[src/rtl/reg_share_arbiter_if.sv]
// Bundle of per-requester request/write/release signals and the shared-register
// status returned by reg_share_arbiter.
interface reg_share_arbiter_if #(
    parameter int N     = 4,
    parameter int WIDTH = 8
);
    localparam int IDW = $clog2(N);

    logic [N-1:0]       req;
    logic [N-1:0]       wr_en;
    logic [N*WIDTH-1:0] wdata;
    logic [N-1:0]       last;
    logic [N-1:0]       gnt;
    logic [WIDTH-1:0]   q;
    logic               busy;
    logic [IDW-1:0]     owner_id;
    logic               timeout;

    modport master (
        output req, wr_en, wdata, last,
        input  gnt, q, busy, owner_id, timeout
    );

    modport slave (
        input  req, wr_en, wdata, last,
        output gnt, q, busy, owner_id, timeout
    );
endinterface

[src/rtl/reg_share_arbiter.sv]
// Round-robin owner arbitration for one shared WIDTH-bit register: only the
// current owner may write it, and ownership ends on last, withdrawal or timeout.
module reg_share_arbiter #(
    parameter int N        = 4,
    parameter int WIDTH    = 8,
    parameter int MAX_HOLD = 8
) (
    input  logic                 clk,
    input  logic                 reset,
    reg_share_arbiter_if.slave   bus
);
    localparam int IDW = $clog2(N);
    localparam int CW  = $clog2(MAX_HOLD);

    typedef enum logic {IDLE, OWNED} state_t;

    state_t           r_state;
    state_t           w_nextState;

    logic [N-1:0]     r_gnt;
    logic [WIDTH-1:0] r_q;
    logic [IDW-1:0]   r_ownerId;
    logic [IDW-1:0]   r_ptr;
    logic [CW-1:0]    r_holdCnt;
    logic             r_timeout;

    logic [N-1:0]     w_rotReq;
    logic             w_found;
    logic [IDW:0]     w_offset;
    logic [IDW:0]     w_rawSum;
    logic [IDW-1:0]   w_sel;
    logic             w_expired;
    logic             w_ownerWrite;
    logic             w_release;
    logic             w_forced;
    logic [IDW-1:0]   w_ptrNext;

    always_ff @(posedge clk or negedge reset) begin
        if (!reset) begin
            r_state <= IDLE;
        end else begin
            r_state <= w_nextState;
        end
    end

    always_comb begin
        w_nextState = r_state;
        case (r_state)
            IDLE:    if (w_found)   w_nextState = OWNED;
            OWNED:   if (w_release) w_nextState = IDLE;
            default: w_nextState = IDLE;
        endcase
    end

    // Rotate requests so bit 0 is the pointer's position; the lowest set bit
    // then gives the round-robin winner as an offset from the pointer.
    always_comb begin
        w_rotReq = N'({bus.req, bus.req} >> r_ptr);
        w_found  = 1'b0;
        w_offset = '0;
        for (int k = 0; k < N; k++) begin
            if (!w_found && w_rotReq[k]) begin
                w_found  = 1'b1;
                w_offset = (IDW+1)'(k);
            end
        end
        w_rawSum = {1'b0, r_ptr} + w_offset;
        if (w_rawSum >= (IDW+1)'(N)) begin
            w_sel = IDW'(w_rawSum - (IDW+1)'(N));
        end else begin
            w_sel = w_rawSum[IDW-1:0];
        end

        w_expired    = (r_holdCnt == CW'(MAX_HOLD - 1));
        w_ownerWrite = (r_state == OWNED) && bus.wr_en[r_ownerId];
        w_release    = (r_state == OWNED) &&
                       (bus.last[r_ownerId] || !bus.req[r_ownerId] || w_expired);
        w_forced     = (r_state == OWNED) && w_expired &&
                       bus.req[r_ownerId] && !bus.last[r_ownerId];
        w_ptrNext    = (r_ownerId == IDW'(N - 1)) ? '0 : r_ownerId + IDW'(1);
    end

    // A write from the owner lands even on its releasing edge.
    always_ff @(posedge clk or negedge reset) begin
        if (!reset) begin
            r_gnt     <= '0;
            r_q       <= '0;
            r_ownerId <= '0;
            r_ptr     <= '0;
            r_holdCnt <= '0;
            r_timeout <= 1'b0;
        end else begin
            r_timeout <= 1'b0;
            if (w_ownerWrite) begin
                r_q <= bus.wdata[r_ownerId*WIDTH +: WIDTH];
            end
            case (r_state)
                IDLE: begin
                    if (w_found) begin
                        r_gnt     <= N'(1) << w_sel;
                        r_ownerId <= w_sel;
                        r_holdCnt <= '0;
                    end
                end
                OWNED: begin
                    if (w_release) begin
                        r_gnt     <= '0;
                        r_ptr     <= w_ptrNext;
                        r_timeout <= w_forced;
                    end else begin
                        r_holdCnt <= r_holdCnt + CW'(1);
                    end
                end
                default: ;
            endcase
        end
    end

    assign bus.gnt      = r_gnt;
    assign bus.q        = r_q;
    assign bus.busy     = |r_gnt;
    assign bus.owner_id = r_ownerId;
    assign bus.timeout  = r_timeout;
endmodule

[src/flat_wrapper.sv]
// flat-port wrapper written by rule: the top's interface ports become plain ports
module reg_share_arbiter_flat 
#(
    parameter int N        = 4,
    parameter int WIDTH    = 8,
    parameter int MAX_HOLD = 8
)
  (clk, reset, bus_req, bus_wr_en, bus_wdata, bus_last, bus_gnt, bus_q, bus_busy, bus_owner_id, bus_timeout);
  reg_share_arbiter_if #(.N(N), .WIDTH(WIDTH)) bus_i ();
  input  logic clk;
  input  logic reset;
  input wire logic [$bits(bus_i.req)-1:0] bus_req;
  input wire logic [$bits(bus_i.wr_en)-1:0] bus_wr_en;
  input wire logic [$bits(bus_i.wdata)-1:0] bus_wdata;
  input wire logic [$bits(bus_i.last)-1:0] bus_last;
  output wire logic [$bits(bus_i.gnt)-1:0] bus_gnt;
  output wire logic [$bits(bus_i.q)-1:0] bus_q;
  output wire logic [$bits(bus_i.busy)-1:0] bus_busy;
  output wire logic [$bits(bus_i.owner_id)-1:0] bus_owner_id;
  output wire logic [$bits(bus_i.timeout)-1:0] bus_timeout;
  assign bus_i.req = bus_req;
  assign bus_i.wr_en = bus_wr_en;
  assign bus_i.wdata = bus_wdata;
  assign bus_i.last = bus_last;
  assign bus_gnt = bus_i.gnt;
  assign bus_q = bus_i.q;
  assign bus_busy = bus_i.busy;
  assign bus_owner_id = bus_i.owner_id;
  assign bus_timeout = bus_i.timeout;
  reg_share_arbiter #(.N(N), .WIDTH(WIDTH), .MAX_HOLD(MAX_HOLD)) u_core (.clk(clk), .reset(reset), .bus(bus_i));
endmodule
[config.mk]
export PLATFORM = sky130hd
export DESIGN_NAME = reg_share_arbiter_flat
export DESIGN_NICKNAME = d
export VERILOG_FILES = /design/src/rtl/reg_share_arbiter_if.sv /design/src/rtl/reg_share_arbiter.sv /design/src/flat_wrapper.sv
export SDC_FILE = /design/constraint.sdc
export NUM_CORES = 1
export LEC_CHECK = 0
export ABC_AREA = 1
export CAP_MARGIN = 30
export CORE_UTILIZATION = 30
export DETAILED_ROUTE_END_ITERATION = 12
export PLACE_DENSITY = 0.67
export SETUP_SLACK_MARGIN = 0.3
export SLEW_MARGIN = 20
export SYNTH_ARGS = -nofsm -noshare
export SYNTH_HDL_FRONTEND = slang
export SYNTH_SLANG_ARGS = --single-unit
[constraint.sdc]
create_clock -name clk -period 2.5 [get_ports clk]
set_clock_uncertainty 0.15 [all_clocks]
set_input_delay 0.5 -clock clk [delete_from_list [all_inputs] [get_ports clk]]
set_output_delay 0.5 -clock clk [all_outputs]
set_load 0.005 [all_outputs]
### Word-level counts from Yosys, hierarchy flattened

Cells that the tools add are included.

| cells by class | value |
|---|---|
| add/sub/neg operators | 4 |
| equal/unequal tests | 5 |
| shift-type cells | 3 |
| $lt $le $gt $ge | 2 |
| reductions and logical operators | 20 |
| bitwise logic cells | 1 |
| muxes and demuxes | 26 |

Operators by type and width:

| operator | number |
|---|---|
| 32-bit by 6-bit variable part select with 8-bit output | 1 |
| 1-bit two-way mux | 12 |
| 1-bit logical AND | 8 |
| 2-bit two-way mux | 4 |
| 4-bit two-way mux | 2 |
| 4-bit case mux with 2 select lines | 1 |
| 2-bit AND reduction | 4 |
| 8-bit by 2-bit right shift with 4-bit output | 1 |
| 1-bit binary-select mux with 2-bit select | 3 |
| 3-bit two-way mux | 2 |
| 3-bit case mux with 2 select lines | 1 |
| 1-bit zero test | 5 |
| 2-bit != test (second input constant) | 2 |
| 4-bit OR reduction | 1 |
| 1-bit by 2-bit << shifter with 4-bit output (first input constant) | 1 |
| 2-bit by 2-bit adder with 3-bit output | 1 |
| 3-bit by 1-bit adder with 3-bit output (second input constant) | 1 |
| 3-bit equality test (second input constant) | 1 |
| 3-bit greater-or-equal comparator (second input constant) | 1 |
| 2-bit by 3-bit < comparator with 1-bit output (second input constant) | 1 |
| 2-bit by 1-bit adder with 2-bit output (second input constant) | 1 |
| 2-bit equality test (second input constant) | 1 |
| 1-bit logical OR | 2 |
| 2-bit by 1-bit != test with 1-bit output (second input constant) | 1 |
| 3 further kinds | 3 |

| word-level totals | value |
|---|---|
| output and inout port bits | 16 |
| bits of input ports | 46 |
| register bits after elaboration | 21 |
| logic and storage cells | 68 |

### Longest topological paths before layout

Gate-level depths: netlist of run 1.

| depth | value |
|---|---|
| depth in word-level cells | 17 |
| depth in mapped cells | 13 |
| gate-level depth less buffers | 13 |

### Worst setup path after synthesis of run 1

OpenSTA, ideal clock, no wires.

| path | value |
|---|---|
| kind | input to register |
| from | input port bus_req[1] |
| to | register u_core.r_ownerId[1] (netlist: u_core.bus.owner_id[1]) |
| buffers on the path | 0 |
| setup time | 0.130 ns |
| data arrival time | 1.605 ns |
| path slack | 0.614 ns |
| required time | 2.220 ns |
| cell stages on the path | 12 |
| cells stage by stage | nand2_1 nand3_1 nand2_2 nand3_1 a21boi_1 ha_1 xor2_1 inv_1 nand3_2 nand2_4 nand2_1 o21ai_1 |

| between the ends | value |
|---|---|
| cells in the longest elaborated chain, start to end | 14 |

RTL lines:

| item | line | RTL |
|---|---|---|
| start: declaration | flat_wrapper.sv:12 | `input wire logic [$bits(bus_i.req)-1:0] bus_req;` |
| 8-bit by 2-bit right shift with 4-bit output * | reg_share_arbiter.sv:58 | `w_rotReq = N'({bus.req, bus.req} >> r_ptr);` |
| 1-bit two-way mux | reg_share_arbiter.sv:62 | `if (!w_found && w_rotReq[k]) begin` |
| 1-bit zero test | reg_share_arbiter.sv:62 |  |
| 1-bit logical AND | reg_share_arbiter.sv:62 |  |
| 1-bit two-way mux | reg_share_arbiter.sv:62 |  |
| 1-bit zero test | reg_share_arbiter.sv:62 |  |
| 1-bit logical AND | reg_share_arbiter.sv:62 |  |
| 1-bit two-way mux | reg_share_arbiter.sv:62 |  |
| 1-bit zero test | reg_share_arbiter.sv:62 |  |
| 1-bit logical AND | reg_share_arbiter.sv:62 |  |
| 2-bit two-way mux | reg_share_arbiter.sv:62 |  |
| 2-bit by 2-bit adder with 3-bit output | reg_share_arbiter.sv:67 | `w_rawSum = {1'b0, r_ptr} + w_offset;` |
| 3-bit greater-or-equal comparator or 2-bit by 1-bit subtractor with 2-bit output (tied branches) | reg_share_arbiter.sv:68, reg_share_arbiter.sv:69 |  |
| 2-bit two-way mux | reg_share_arbiter.sv:68 | `if (w_rawSum >= (IDW+1)'(N)) begin` |
| end signal: assignment | reg_share_arbiter.sv:101 | `r_ownerId <= w_sel;` |
| end: declaration | reg_share_arbiter.sv:22 | `logic [IDW-1:0] r_ownerId;` |

Mark *: on every way between the ends. The rest lies on a longest branch, timed or not.
A chain may end at the register's enable or synchronous reset.

### Worst setup path after layout of run 1

| path | value |
|---|---|
| from | register u_core.r_gnt[1] (netlist: u_core.bus.gnt[1]) |
| to | output port bus_busy |

| between the ends | value |
|---|---|
| cells in the longest elaborated chain, start to end | 1 |

RTL lines:

| item | line | RTL |
|---|---|---|
| start: declaration | reg_share_arbiter.sv:20 | `logic [N-1:0] r_gnt;` |
| start signal: assignment | reg_share_arbiter.sv:100 | `r_gnt <= N'(1) << w_sel;` |
| 4-bit OR reduction | reg_share_arbiter.sv:121 | `assign bus.busy = \|r_gnt;` |
| end: declaration | flat_wrapper.sv:18 | `output wire logic [$bits(bus_i.busy)-1:0] bus_busy;` |

Every way passes these cells.

==> run_results.csv, run 1 <==
group,metric,value,unit
status,outcome,"completed",
timing,period_share,82.22,%
critical_path,crit_arrival,1.41,ns
global_routing,grt_max_degree,22,
synth,seq_area_frac_synth,35.53,%
global_routing,overflow,0,
timing,setup_viol,0,
timing,maxSlewHeadroom,74.22,%
global_routing,grt_use_met2,28.04,%
timing,fin_crit,2.055,ns
die,dieWidth,72.21,µm
layout,seq_area,528.0,µm²
placed_design,preCtsSetupSlack,-0.01862,ns
timing,setup_ws,0.4445,ns
die,io_pins,62,
route,routedWlPerCell,11.52,µm
power_and_ir_drop,pwr-share-comb,66.5,%
power_and_ir_drop,leakagePower,1.038,nW
placed_design,routabilityCongestion,0.7817,
timing,finalMaxSlewViolations,0,
critical_path,r2r_cells,13,
synth,syn_area,1479,µm²
global_routing,grt_pass1_vias,1449,
die,num_rows,25,
cts,insertion_delay,0.26,ns
synth,synth.top_cells.by_area,"dfrtp_1 (36%), nand3_1 (9.8%), nand2_1 (7.9%), nor2_1 (5.3%), nand3_2 (4.7%)",
die,die_h,72.21,µm
global_routing,grtUsageMet1,17.25,%
power_and_ir_drop,p_sw,1.200,mW
timing,rsz0062_at_grt,"false",
die,initial_core_util,31.31,%
cts,cts.reportedPaths.clkPinSlew,0.08,ns
route,routed_wl,3.652,mm
job,drv_cap,0,
route,final_antenna_net_count,0,
synth,synth.ff_latch_count,21,
layout,utilization,47.52,%
global_routing,grt_pass1_wl,6.292,mm
cts,clockBufferDepth,2,
power_and_ir_drop,power.internal,1.381,mW
layout,layout-drive-gt1-share,18.40,%
route,drtIter0Drc,56,
cts,root_buffer,"clkbuf_8",
timing,max_freq,486.5,MHz
power_and_ir_drop,power_density,1150,nW/µm²
route,drc,0,
layout,areaGrowthSynthToFinish,51.78,%
global_routing,met3_usage,5.694,%
global_routing,grt_use_total,15.37,%
layout,instances_no_fill,317,
timing,tns,0,ns
critical_path,setup.worst_path.start_class,"flop",
power_and_ir_drop,clockPowerShare,8.6,%
die,core,4723,µm²
layout,fill_cells,464,
power_and_ir_drop,power,2.581,mW
critical_path,required,1.85,ns
power_and_ir_drop,share_seq_of_total_power,24.9,%
layout,diodes,0,
placed_design,port_buffers,61,
placed_design,hpwl,2.853,mm
route,vias_per_cell,4.722,
timing,tightest_slew,0.3862,ns
hold_path,min_path_type,"flop to flop",
cts,cts_tree,"yes",
global_routing,antenna_found_initial,0,
power_and_ir_drop,swShare,46.49,%
synth,yosysTopAreaCell,"dfrtp_1",
global_routing,grt_busiest_layer,"met2",
layout,design_area,2245,µm²
placed_design,place_area,2152,µm²
die,dieArea,5214,µm²
synth,syn_inst,186,
synth,yosysWarnings,0,
synth,yosysTopAreaCellShare,35.53,%
layout,multi_input_area,862.1,µm²
cts,cts.sinks,21,
route,vias,1497,
timing,hold_viol_final,0,
critical_path,crit_path_max_fanout,2,
hold_path,min_path_cells,2,
synth,syn_nets,236,
synth,synth_cell_types,30,
cts,cts-buffers-inserted,3,
route,drt-pass1-iter-count,4,
synth,syn_avg_cell_area,7.951,µm²
placed_design,numPlacedInstances,310,
timing,holdWs,0.3276,ns
critical_path,cp-end-kind,"output pin",
critical_path,critPathKind,"flop to output pin",
layout,final_nets,301,
power_and_ir_drop,ir_worst_vdd,0.0004232,V
cts,h-tree-depth,1,
-- cell usage in the layout (no fill, tap or decap), types with 4 or more instances in the layout --
master	synthesis	routed
o21ai_1	7	7
inv_1	5	5
dlymetal6s2s_1	0	4
nand2_4	5	5
buf_4	2	6
clkdlybuf4s50_1	0	56
dfrtp_1	21	19
o21ai_0	14	14
nand3_1	29	29
nand2_1	31	30
nand2_2	7	8
o22ai_1	8	8
inv_2	4	4
nor2_1	21	21
nand3_2	7	7
-- layout make-up --
type,instances,share of cell area (%)
clock buffers,3,1.839
clock inverters,1,0.2230
inverters,11,2.676
multi-input cells,147,38.41
flip-flops and latches,21,23.52
well taps,67,3.735
repair buffers,67,29.60
-- power groups by stage --
stage | clock, mW | sequential [mW] | combinational [mW]
2_1_floorplan | 0 | 0.622 | 1.21
3_3_place_gp | 0 | 0.649 | 1.67
3_5_place_dp | 0 | 0.644 | 1.70
4_1_cts | 0.230 | 0.638 | 1.73
5_1_grt | 0.248 | 0.670 | 1.93
6_report | 0.221 | 0.643 | 1.72
-- worst max-delay path: stages (launching register included) --
cell           delay (ns)
dfrtp_1              0.37
or4_1                0.50
dlygate4sd2_1        0.27
-- synth_stat cells, drive strengths merged --
| library cell | n |
|---|---|
| nand4 | 1 |
| ha | 4 |
| or4 | 1 |
| clkinv | 1 |
| buf | 5 |
| o31ai | 1 |
| o21ai | 23 |
| nand3b | 3 |
| nand2 | 44 |
| bufinv | 1 |
| xor2 | 1 |
| a21oi | 1 |
| o22ai | 9 |
| nor2 | 22 |
| inv | 9 |
| nand3 | 36 |
| clkbuf | 2 |
| dfrtp | 21 |
| a21boi | 1 |
-- routing by layer --
metal | vias to the layer above | part of all wire, %
li1 | 767 | -
met1 | 676 | 43
met2 | 49 | 49
met3 | 5 | 7.9
met4 | 0 | 0.55
met5 | - | 0
-- registers in the layout (all words and copies together), names as in the netlist --
signal,count
u_core.bus.owner_id,2
u_core.bus.q,8
u_core.r_ptr,2
u_core.r_holdCnt,3
u_core.r_state,1
u_core.bus.timeout,1
u_core.bus.gnt,4
-- what timing repair did --
item                                   4_1_cts  5_1_grt
hold buffers                                 0        0
setup endpoints to repair                    4        6
pin swaps                                    0        3
resized for setup                            1        9
setup buffers                                3        0
endpoints found under the hold margin        0        0
-- cell families (layout without fill, tap and decap cells) --
kind of cell             count (synthesis)  in the layout  synth area share (%)
adder cells (fa/ha/maj)                  4              4                 3.384
XOR/XNOR                                 1              1                0.5923
buffers and inverters                   18             82                 7.022
AO/OA/AOI/OAI                           35             35                 14.72
flip-flops                              21             21                 35.53
AND/OR/NAND/NOR                        107            107                 38.75
-- worst paths after layout --
path	startpoint	end	slack (ns)
setup / recovery	u_core.bus.gnt[1]	bus_busy	0.44
hold / removal	u_core.bus.q[4]	u_core.bus.q[4]	0.33
setup reg to reg	u_core.r_ptr[0]	u_core.bus.owner_id[1]	0.49
hold reg to reg	u_core.bus.q[4]	u_core.bus.q[4]	0.33
max in group asynchronous	reset	u_core.bus.owner_id[1]	1.54
min in group asynchronous	reset	u_core.bus.q[2]	0.42
No activity file was read; power rests on OpenSTA's default activity.
==> inputs of run 2 (changes only) <==
clock period = 2.1 ns   (was 2.5 ns; I/O delays follow)
==> run 2 against run 1 <==
Against the previous run: final cell count rose by 4.1%; sequential cell count did not move; sequential share of layout area fell by 1.6 points; routed wire length rose by 9.0%; clock power rose by 19%; design area rose by 7.4%; combinational power rose by 41%; global-route usage rose by 0.98 points; total power rose by 33%; register-to-register slack got worse by 0.32 ns; die area did not move; setup slack got worse by 0.28 ns; largest power group unchanged.
==> run_results.csv, run 2 (synthesized netlist as in run 1, its figures left out) <==
group,metric,value,unit
timing,rsz0062_at_grt,"true",
critical_path,crit_arrival,1.93,ns
hold_path,min_path_type,"flop to flop",
route,final_antenna_net_count,0,
critical_path,cp-end-kind,"flop",
die,io_pins,62,
global_routing,grt_pass1_vias,1565,
route,drtIter0Drc,53,
timing,maxSlewHeadroom,81.66,%
route,vias_per_cell,4.700,
job,drv_cap,0,
route,routed_wl,3.981,mm
layout,layout-drive-gt1-share,29.66,%
cts,cts_tree,"yes",
layout,layout_commonest_cell,"clkdlybuf4s50_1",
layout,areaGrowthSynthToFinish,62.94,%
route,drc,0,
placed_design,numPlacedInstances,319,
global_routing,met3_usage,5.139,%
timing,fin_crit,1.932,ns
die,initial_core_util,31.31,%
critical_path,crit_path_max_fanout,6,
layout,design_area,2410,µm²
power_and_ir_drop,power,3.425,mW
power_and_ir_drop,ir_worst_vdd,0.0004573,V
cts,hold_buffers,0,
route,drt-pass1-iter-count,4,
timing,setup_viol,0,
placed_design,place_area,2235,µm²
global_routing,grt_use_met2,29.18,%
global_routing,grtUsageMet1,19.81,%
timing,period_share,92.00,%
global_routing,grt_busiest_layer,"met2",
placed_design,hpwl,2.874,mm
cts,cts.sinks,21,
critical_path,critPathKind,"flop to flop",
placed_design,routabilityCongestion,0.8032,
critical_path,required,2.10,ns
timing,finalMaxSlewViolations,0,
die,die_h,72.21,µm
hold_path,min_path_cells,2,
cts,h-tree-depth,1,
critical_path,r2r_cells,13,
layout,fill_cells,466,
power_and_ir_drop,power_density,1421,nW/µm²
layout,instances_no_fill,330,
die,num_rows,25,
cts,cts.reportedPaths.clkPinSlew,0.08,ns
route,routedWlPerCell,12.06,µm
critical_path,rr_startpoint,"u_core.r_ptr[0]",
critical_path,r2r-end,"u_core.bus.owner_id[1]",
global_routing,antenna_found_initial,0,
layout,multi_input_area,939.7,µm²
status,outcome,"completed",
layout,final_nets,314,
cts,cts-buffers-inserted,3,
critical_path,reg2reg_slack,0.17,ns
cts,insertion_delay,0.26,ns
layout,diodes,0,
timing,max_freq,517.6,MHz
cts,clockBufferDepth,2,
layout,final_cell_mix,"clkdlybuf4s50_1 (54), nand2_1 (24), nor2_1 (21), nand3_1 (20), buf_4 (19)",
die,core,4723,µm²
cts,root_buffer,"clkbuf_8",
timing,hold_viol_final,0,
global_routing,overflow,0,
placed_design,port_buffers,61,
timing,tightest_slew,0.2748,ns
hold_path,min_from,"u_core.bus.q[7]",
power_and_ir_drop,leakagePower,1.128,nW
critical_path,setup.worst_path.start_class,"flop",
hold_path,min_to,"u_core.bus.q[7]",
global_routing,grt_use_total,16.36,%
layout,largest_reg_flops,8,
route,vias,1551,
global_routing,grt_max_degree,22,
die,dieWidth,72.21,µm
layout,seq_area,529.3,µm²
global_routing,grt_pass1_wl,6.810,mm
die,dieArea,5214,µm²
## run 2: routing by layer
metal / vias to the layer above / share of wire, %
li1: 793 / -
met1: 702 / 43
met2: 52 / 49
met3: 4 / 6.6
met4: 0 / 0.60
met5: - / 0
## run 2: how the worst max path moves through the flow
stage	start	endpoint	slack, ns	cells past startpoint
finish	u_core.r_ptr[0]	u_core.bus.owner_id[1]	0.17	13
global route	u_core.r_ptr[0]	u_core.bus.gnt[2]	0.04	12
CTS	u_core.r_ptr[0]	u_core.bus.gnt[3]	0.21	13
detailed placement	bus_req[2]	u_core.bus.gnt[3]	-0.25	12
global placement	bus_req[3]	u_core.bus.gnt[2]	-0.21	13
floorplan	u_core.r_ptr[0]	u_core.bus.owner_id[1]	0.25	13
## run 2: cell type report
cell class                      instances  area share [%]
Sequential cell                        21           21.96
Tap cell                               67           3.479
Multi-Input combinational cell        147           38.99
Inverter                               11           2.596
Timing Repair Buffer                   80           31.05
Clock buffer                            3           1.713
Clock inverter                          1          0.2077
## run 2: where the power goes
group,total [mW],switching (mW),internal [mW]
clock,0.263,0.131,0.132
combinational,2.42,1.30,1.12
sequential,0.743,0.150,0.592
total,3.43,1.58,1.84
## run 2: repair_timing
item	in CTS	in global routing
buffers inserted	6	1
gates resized for setup	19	14
endpoints found under the setup margin	9	10
pin swaps	10	8
## run 2: worst max-delay path, stage by stage (launching register included)
cell      delay [ns]
dfrtp_2         0.46
inv_4           0.08
nand2_4         0.08
nand3_2         0.06
nand2_2         0.08
nand3_2         0.07
a21boi_2        0.14
ha_2            0.20
xor2_2          0.16
inv_1           0.07
nand3_2         0.08
nand2_4         0.08
nand2_2         0.06
o21ai_2         0.04
## run 2: stage by stage
| stage | setup TNS, ns | worst slack, ns | hold slack [ns] | utilization [%] |
|---|---|---|---|---|
| global route | 0 | 0.03657 | 0.3497 | 51.02 |
| floorplan | 0 | 0.2523 | -0.02559 | - |
| finish | 0 | 0.1681 | 0.3243 | 51.02 |
| detailed placement | -1.120 | -0.2471 | 0.3084 | 47.31 |
| global placement | -0.9427 | -0.2054 | 0.3053 | 47.31 |
| CTS | 0 | 0.2119 | 0.3288 | 49.77 |
==> inputs of run 3 (changes only) <==
GPL_TIMING_DRIVEN = 0   (was unset)
==> run 3 against run 2 <==
Against the previous run: setup slack better by 0.00092 ns; via count up 0.45%; die area unchanged; critical endpoint unchanged; design area up 0.78%; worst hold slack better by 0.0037 ns; sequential share of layout area down 0.17 points; maximum frequency about the same; sequential cell count unchanged; critical path type unchanged; sequential power up 1%; register-to-register slack about the same; non-clock buffer count up 2; final cell count up 0.61%.
==> run_results.csv, run 3 (synthesized netlist as in run 1, its figures left out) <==
group,metric,value,unit
critical_path,r2r_cells,13,
hold_path,min_from,"u_core.bus.q[7]",
job,drv_cap,0,
layout,utilization,51.42,%
die,dieArea,5214,µm²
power_and_ir_drop,power.internal,1.876,mW
layout,multi_input_area,945.9,µm²
layout,layout-drive-gt1-share,28.68,%
power_and_ir_drop,power_density,1441,nW/µm²
layout,fill_cells,466,
global_routing,antenna_found_initial,0,
cts,insertion_delay,0.26,ns
placed_design,port_buffers,61,
layout,seq_area,529.3,µm²
cts,clockBufferDepth,2,
layout,final_nets,316,
route,vias,1558,
critical_path,reg2reg_slack,0.17,ns
timing,fin_crit,1.931,ns
die,num_rows,25,
layout,largest_reg_flops,8,
route,routedWlPerCell,12.30,µm
cts,root_buffer,"clkbuf_8",
layout,design_area,2429,µm²
hold_path,min_to,"u_core.bus.q[7]",
global_routing,grt_max_degree,22,
timing,period_share,91.95,%
timing,max_freq,517.9,MHz
layout,final_cell_mix,"clkdlybuf4s50_1 (53), nand2_1 (25), nand3_1 (22), nor2_1 (21), dfrtp_1 (18)",
power_and_ir_drop,p_sw,1.623,mW
power_and_ir_drop,leakagePower,1.143,nW
power_and_ir_drop,clockPowerShare,7.5,%
route,routed_wl,4.085,mm
global_routing,grt_use_total,16.79,%
timing,setup_ws,0.1690,ns
critical_path,critPathKind,"flop to flop",
die,io_pins,62,
status,outcome,"completed",
critical_path,r2r-end,"u_core.bus.owner_id[1]",
cts,cts_tree,"yes",
die,core,4723,µm²
power_and_ir_drop,share_seq_of_total_power,21.5,%
die,initial_core_util,31.31,%
global_routing,grt_pass1_wl,6.886,mm
critical_path,required,2.09,ns
power_and_ir_drop,ir_worst_vdd,0.0005501,V
route,final_antenna_net_count,0,
cts,cts.sinks,21,
timing,hold_viol_final,0,
placed_design,numPlacedInstances,314,
route,drtIter0Drc,64,
route,drc,0,
die,die_h,72.21,µm
timing,maxSlewHeadroom,66.24,%
layout,areaGrowthSynthToFinish,64.21,%
placed_design,routabilityCongestion,0.7700,
global_routing,grt_pass1_vias,1579,
placed_design,preCtsSetupSlack,-0.3593,ns
layout,diodes,0,
route,drt-pass1-iter-count,4,
timing,tightest_slew,0.5049,ns
critical_path,crit_arrival,1.92,ns
layout,instances_no_fill,332,
power_and_ir_drop,power,3.499,mW
timing,setup_viol,0,
critical_path,setup.worst_path.start_class,"flop",
hold_path,min_path_cells,2,
placed_design,hpwl,3.053,mm
layout,layout_commonest_cell,"clkdlybuf4s50_1",
timing,rsz0062_at_grt,"true",
critical_path,rr_startpoint,"u_core.r_ptr[0]",
critical_path,crit_path_max_fanout,6,
global_routing,overflow,0,
power_and_ir_drop,pwr-share-comb,71.0,%
timing,finalMaxSlewViolations,0,
placed_design,place_area,2188,µm²
cts,h-tree-depth,1,
cts,cts-buffers-inserted,3,
cts,cts.reportedPaths.clkPinSlew,0.08,ns
route,vias_per_cell,4.693,
die,dieWidth,72.21,µm
hold_path,min_path_type,"flop to flop",
power_and_ir_drop,swShare,46.39,%
critical_path,cp-end-kind,"flop",
## run 3: routing by layer
layer	GRT usage (%)	vias to the layer above	part of all wire, %
li1	-	796	-
met1	18.99	709	42
met2	31.05	51	50
met3	5.556	2	7.0
met4	2.614	0	0.42
met5	0	-	0
## run 3: worst max-delay path by stage
stage / startpoint / endpoint / slack, ns
after global placement: bus_req[2] / u_core.bus.owner_id[1] / -0.29
final: u_core.r_ptr[0] / u_core.bus.owner_id[1] / 0.17
after global routing: u_core.r_ptr[0] / u_core.bus.gnt[2] / 0.05
after CTS: u_core.r_ptr[0] / u_core.bus.owner_id[1] / 0.17
after floorplan: u_core.r_ptr[0] / u_core.bus.owner_id[1] / 0.25
after detailed placement: bus_req[0] / u_core.bus.owner_id[1] / -0.36
## run 3: layout make-up
type	count	share of cell area [%]
Sequential cell	21	21.79
Multi-Input combinational cell	147	38.95
Clock buffer	4	1.855
Tap cell	67	3.452
Inverter	11	2.576
Buffer	7	1.855
Timing Repair Buffer	75	29.52
## run 3: stage by stage
| stage | hold slack, ns | TNS, ns |
|---|---|---|
| after global placement | 0.3037 | -1.262 |
| after CTS | 0.3297 | 0 |
| after global routing | 0.3428 | 0 |
| after floorplan | -0.02559 | 0 |
| after detailed placement | 0.3100 | -1.547 |
| final | 0.3280 | 0 |
## run 3: timing repair
item,4_1_cts,5_1_grt
hold buffers,0,0
endpoints found under the hold margin,0,0
endpoints found under the setup margin,8,15
setup buffers,10,3
pin swaps,8,9
resized for setup,20,15
## run 3: worst max-delay path, stage by stage (launching register included)
cell	delay, ns
dfrtp_2	0.44
inv_4	0.08
nand2_4	0.07
nand3_2	0.07
nand2_2	0.09
nand3_2	0.07
a21boi_2	0.19
ha_4	0.16
xor2_2	0.14
inv_1	0.07
nand3_2	0.08
nand2_4	0.08
nand2_2	0.07
o21ai_2	0.06
## run 3: power by group through the flow
| stage | registers (mW) | clock network [mW] | logic (mW) |
|---|---|---|---|
| final | 0.751 | 0.263 | 2.48 |
| after global routing | 0.776 | 0.296 | 2.74 |
| after CTS | 0.749 | 0.273 | 2.38 |
| after detailed placement | 0.762 | 0 | 2.13 |
| after global placement | 0.759 | 0 | 2.08 |
| after floorplan | 0.744 | 0 | 1.46 |
